## src/rtl/tdc_readout_fifo.sv

```systemverilog
// First-word-fall-through result FIFO between the TDC sequencer and the SPI decoder.
// Optional frame headers are compiled in with `define TDC_FIFO_HEADER_EN.
module tdc_readout_fifo #(
  parameter int DATA_W     = 16,
  parameter int DEPTH_LOG2 = 6
) (
  input  logic                  clk,
  input  logic                  reset,
  input  logic                  measuring,
  input  logic                  wr,
  input  logic [DATA_W-1:0]     wr_data,
  input  logic                  clear,
  input  logic                  rd,
  output logic [DATA_W-1:0]     rd_data,
  output logic                  empty,
  output logic                  full,
  output logic [DEPTH_LOG2:0]   level,
  output logic                  overflow,
  output logic                  underflow,
  output logic [11:0]           frame_id
);

  localparam int unsigned         DEPTH    = 1 << DEPTH_LOG2;
  localparam logic [DEPTH_LOG2:0] LVL_FULL = (DEPTH_LOG2+1)'(DEPTH);

  logic [DATA_W-1:0]     mem [DEPTH];
  logic [DEPTH_LOG2-1:0] wp, rp;
  logic [DEPTH_LOG2:0]   level_q;
  logic                  ovf_q, unf_q;
  logic                  push_req, push_ok, pop, drop;
  logic [DATA_W-1:0]     push_word;

  assign empty     = (level_q == '0);
  assign full      = (level_q == LVL_FULL);
  assign level     = level_q;
  assign overflow  = ovf_q;
  assign underflow = unf_q;
  assign rd_data   = empty ? '0 : mem[rp];

  assign pop     = rd & ~empty;
  assign push_ok = push_req & (~full | pop);

`ifdef TDC_FIFO_HEADER_EN
  logic              meas_q, hdr_pend, hold_v, hold_v_d, hold_load, wr_drop;
  logic [DATA_W-1:0] hold_q;
  logic [11:0]       frame_q;

  // Header slot wins; a colliding wr is parked in the hold register, which
  // drains next cycle while a further wr takes its place behind it.
  always_comb begin
    push_req  = 1'b0;
    push_word = wr_data;
    hold_load = 1'b0;
    hold_v_d  = hold_v;
    wr_drop   = 1'b0;
    if (hdr_pend) begin
      push_req  = 1'b1;
      push_word = DATA_W'({4'hF, frame_q});
      if (wr) begin
        if (hold_v) begin
          wr_drop = 1'b1;
        end else begin
          hold_load = 1'b1;
          hold_v_d  = 1'b1;
        end
      end
    end else if (hold_v) begin
      push_req  = 1'b1;
      push_word = hold_q;
      hold_load = wr;
      hold_v_d  = wr;
    end else begin
      push_req = wr;
    end
  end

  assign drop     = wr_drop | (push_req & ~push_ok);
  assign frame_id = frame_q;

  always_ff @(posedge clk or posedge reset) begin
    if (reset) begin
      meas_q   <= 1'b0;
      hdr_pend <= 1'b0;
      hold_v   <= 1'b0;
      hold_q   <= '0;
      frame_q  <= '0;
    end else begin
      meas_q <= measuring;
      if (clear) begin
        hdr_pend <= 1'b0;
        hold_v   <= 1'b0;
        hold_q   <= '0;
      end else begin
        hdr_pend <= measuring & ~meas_q;
        hold_v   <= hold_v_d;
        if (hold_load) hold_q <= wr_data;
        if (hdr_pend)  frame_q <= frame_q + 12'd1;
      end
    end
  end
`else
  logic unused_meas;
  assign unused_meas = measuring;
  assign push_req    = wr;
  assign push_word   = wr_data;
  assign drop        = push_req & ~push_ok;
  assign frame_id    = '0;
`endif

  always_ff @(posedge clk) begin
    if (push_ok && !clear) mem[wp] <= push_word;
  end

  always_ff @(posedge clk or posedge reset) begin
    if (reset) begin
      wp      <= '0;
      rp      <= '0;
      level_q <= '0;
      ovf_q   <= 1'b0;
      unf_q   <= 1'b0;
    end else if (clear) begin
      wp      <= '0;
      rp      <= '0;
      level_q <= '0;
      ovf_q   <= 1'b0;
      unf_q   <= 1'b0;
    end else begin
      if (push_ok) wp <= wp + 1'b1;
      if (pop)     rp <= rp + 1'b1;
      if (push_ok && !pop)      level_q <= level_q + 1'b1;
      else if (pop && !push_ok) level_q <= level_q - 1'b1;
      if (drop)        ovf_q <= 1'b1;
      if (rd && empty) unf_q <= 1'b1;
    end
  end

endmodule

```

## config.mk

```make
export PLATFORM = sky130hd
export DESIGN_NAME = tdc_readout_fifo
export DESIGN_NICKNAME = d
export VERILOG_FILES = /design/src/rtl/tdc_readout_fifo.sv
export SDC_FILE = /design/constraint.sdc
export NUM_CORES = 1
export LEC_CHECK = 0
export ABC_AREA = 1
export BUFFER_PORTS_ARGS = -buffer_cell sky130_fd_sc_hd__buf_2
export CORE_UTILIZATION = 63
export CTS_BUF_LIST = sky130_fd_sc_hd__clkbuf_4 sky130_fd_sc_hd__clkbuf_8 sky130_fd_sc_hd__clkbuf_16
export DETAILED_ROUTE_END_ITERATION = 8
export MAX_ROUTING_LAYER = met4
export PLACE_DENSITY = 0.8
export SLEW_MARGIN = 5
export SYNTH_ARGS = -nofsm -noshare
export SYNTH_HDL_FRONTEND = slang
export SYNTH_SLANG_ARGS = --single-unit
export TNS_END_PERCENT = 5
```

## constraint.sdc

```tcl
create_clock -name clk -period 7.3 [get_ports clk]
set_clock_uncertainty 0.2 [all_clocks]
set_input_delay 0.73 -clock clk [delete_from_list [all_inputs] [get_ports clk]]
set_output_delay 0.73 -clock clk [all_outputs]
set_load 0.05 [all_outputs]
```

==> summary.md <==
| Metric | Value |
|---|---|
| Number of gates resized after cts | 0 |
| Area share of xor/xnor cells in the synthesized design | less than 1% |
| Worst relative slew slack | around 30% |
| Max clock buf depth | 3 |
| Final core occ | roughly 70% |
| Vias in the first global route | roughly 27000 |
| Number of top-level pins | 61 |
| Post-Synth Simple-Gate Area | 21.6% |
| GR Layer Usage met1 | between 40% and 50% |
| Switching portion of total power | roughly a third |
| Setup Buffers After CTS | 0 |
| Die height | ~260 um |
| Non-Filler Instances | between 4000 and 5000 |
| Final GP Congestion | between 0.8 and 0.9 |
| Post-Synthesis Mean Instance Area | around 12 sq um |
| CTS clock-pin slew for the worst setup and hold paths | around 70 ps |
| Maximum capacitance violations | 0 |
| Max Slew Vio Count | 0 |
| Final setup viols | 0 |
| Setup CP Type | register to output port |
| Antenna viol nets, final | 0 |
| Die ar. | about 70000 sq um |
| Sequential share of power | 43.4% |
| Pre-CTS setup slack | 2650 ps |
| Detailed Routing Iterations Pass 1 | 7 |
| Mapped Area | 43000 sq um |
| Worst path required time | about 6400 ps |
| Startpoint types | register |
| First-pass GRT wire length | ~160000 um |
| CTS tree | built |
| Initial antenna violation count | 3 |
| Synth warn | 0 |
| Final Cell Area | 47400 sq um |
| CTS Buf Count | 99 |
| Worst-path fanout max | roughly 140 |
| Largest family of logic cells by synthesized area | simple AND/OR/NAND/NOR gates |
| Initial Util | 63.8% |
| Post-Route Setup TNS | 0 ps |
| Final period util | 74.8% |
| Worst ir drop on vdd | 0.292 mV |
| Area after DPL | 44100 sq um |
| Grt ovf | 0 |
| Hold-fix buffers, CTS | 0 |
| Placed Instances | 4554 |
| Worst Hold Slack | roughly 33 ps |
| Compound-gate portion of the synthesized area | 2.10% |
| Cell Pwr Density | between 300 and 400 nW/um^2 |
| Comb pwr share | 23.4% |
| Die width | 263 um |
| H-Tree Level Count | 3 |
| Drt via density | ~6.1 |
| Met2 usage | ~50% |
| Largest net degree at the start of global routing | ~160 |
| Final Hold Violating Endpoints | 0 |
| Clock Power Share | between 30% and 40% |
| Synth cell types | 38 |
| Crit path time final | ~5500 ps |
| Worst hold path type | input pin to asynchronous set/reset pin |
| Busiest grt layer | met2 |
| Int Pwr | 10.5 mW |
| RSZ-0062 raised after global routing | false |
| IO buf count | 47 |
| FF/Latch Area | about 31000 sq um |
| Drt initial violations | 4761 |
| Total GRT Usage | around a third |
| Routed length per instance | around 23 um |
| Fin worst setup slack | between 1500 and 2000 ps |
| Remaining DRCs | 0 |
| CP Capture Type | output port |
| Lkg Pwr | 17.9 nW |
| Area of the core | between 60000 and 70000 sq um |
| Post-synthesis mux area share | 0% |
| Total power | roughly 16 mW |
| Clk_lat worst skew | 670 ps |
| Status | complete, no violations |
| Final nets | 3813 |
| Hpwl dp | approximately 57000 um |
| Clock Sinks | roughly 1000 |
| Worst-Margin Slew | between 1000 and 1500 ps |
| Worst EP arrival | roughly 4500 ps |
| Root Driver | clkbuf_16 |
| Row cnt | 95 |
| Switching power | around 5.1 mW |
| Post-synthesis adder-cell area fraction | 0.279% |
| Area Overhead vs Synth | 10.1% |
| Post-synthesis cell count | ~3700 |
| Via count | 28873 |
| Layout cell share with drive strength beyond 1 | under 10% |
| Synth Register Bits | roughly 1000 |
| Multi-input logic area | about 10000 sq um |
| Peak Freq | 183 MHz |
| Routed WL | between 100000 and 150000 um |
| Seq/Total Area, Yosys | between 70% and 80% |
| Fillers | around 4400 |
| Grt met3 use | around 6.1% |
-- logic make-up after synthesis --
| group | count (synthesis) |
|---|---|
| simple gates | 2248 |
| flops | 1045 |
| buf+inv | 256 |
| compound gates | 173 |
| fa+ha+maj | 9 |
| xor+xnor | 6 |
| other cells | 1 |
-- sequential cells by signal, indices dropped and copies added, names as in the netlist --
name	cells
mem	1024
level	7
rp	6
wp	6
overflow	1
underflow	1
-- cell type report --
type / count / area share (%)
Inverter: 32 / 0.283
Multi-Input combinational cell: 2448 / 22.0
Clock inverter: 62 / 1.27
Clock buffer: 120 / 5.64
Antenna cell: 2 / 0.0106
Sequential cell: 1045 / 66.0
Timing Repair Buffer: 156 / 2.46
Tap cell: 873 / 2.31
-- power by group through the flow --
stage	combinational, mW	clock, mW	sequential, mW
global placement	3.46	0	6.86
global route	3.96	5.41	6.75
detailed placement	3.55	0	6.87
finish	3.64	5.17	6.74
CTS	3.58	5.18	6.74
floorplan	2.61	0	6.83
-- metal layers --
layer	share of wire (%)	vias to the layer above
met5	0	-
met4	3.6	0
met3	12	294
met2	47	1791
met1	37	13816
li1	-	12972
-- worst max-delay path, cell delays in order (launching register included) --
cell	delay, ps
dfrtp_4	820
inv_8	780
buf_4	510
nand2_1	90
nand3_1	90
nand3_1	80
nand3_1	200
nand3_1	270
nand3_1	220
nand2_1	90
nor2_1	290
buf_2	330
-- worst paths after layout --
check	to	cells past startpoint	startpoint	slack [ps]
hold reg to reg	overflow	1	overflow	300
setup / recovery	rd_data[0]	11	rp[0]	1840
max in group asynchronous	rp[1]	2	reset	6230
min in group clk	underflow	3	rd	180
setup reg to reg	mem[34][11]	11	level[1]	2800
hold / removal	underflow	2	reset	30
-- cell usage after synthesis, drive strengths merged --
| cell type | n | area share (%) |
|---|---|---|
| buf | 170 | 2.4 |
| fa | 1 | 0.047 |
| a31oi | 2 | 0.029 |
| nand2 | 1519 | 13 |
| o21a | 1 | 0.017 |
| clkinv | 1 | 0.0087 |
| nor2 | 158 | 1.4 |
| inv | 31 | 0.27 |
| nor3 | 18 | 0.22 |
| xnor2 | 2 | 0.041 |
| nand3 | 538 | 6.3 |
| dfrtp | 21 | 1.2 |
| ha | 8 | 0.23 |
| o21ai | 18 | 0.27 |
| a21oi | 151 | 1.8 |
| xor2 | 4 | 0.081 |
| nand4 | 15 | 0.43 |
| clkbuf | 54 | 0.47 |
| a21o | 1 | 0.017 |
| edfxtp | 1024 | 71 |
| conb | 1 | 0.0087 |
-- cells in the final DEF (no fill, tap or decap), types with 2 or more instances in the layout --
cell / Yosys / routed
ha_1: 8 / 8
dfrtp_1: 21 / 18
diode_2: 0 / 2
nor2_4: 1 / 2
nand4_4: 6 / 6
clkbuf_16: 0 / 101
o21ai_0: 12 / 12
nand2_1: 1516 / 1516
nand4_1: 9 / 9
edfxtp_1: 1024 / 1024
clkinv_4: 0 / 2
xor2_1: 4 / 4
clkbuf_4: 0 / 19
nor3_1: 17 / 17
nand2_2: 3 / 3
o21ai_2: 4 / 4
inv_2: 7 / 4
a21oi_1: 150 / 150
bufinv_16: 0 / 10
nand3_1: 536 / 536
a31oi_1: 2 / 2
nor2_1: 156 / 155
clkinv_1: 1 / 13
inv_6: 0 / 3
buf_12: 1 / 9
clkinv_8: 0 / 2
clkinv_2: 0 / 28
inv_1: 24 / 23
dfrtp_4: 0 / 2
inv_4: 0 / 2
xnor2_1: 2 / 2
conb_1: 1 / 12
clkinvlp_4: 0 / 6
buf_2: 96 / 47
buf_4: 34 / 100
No activity file was read; power rests on OpenSTA's default activity.
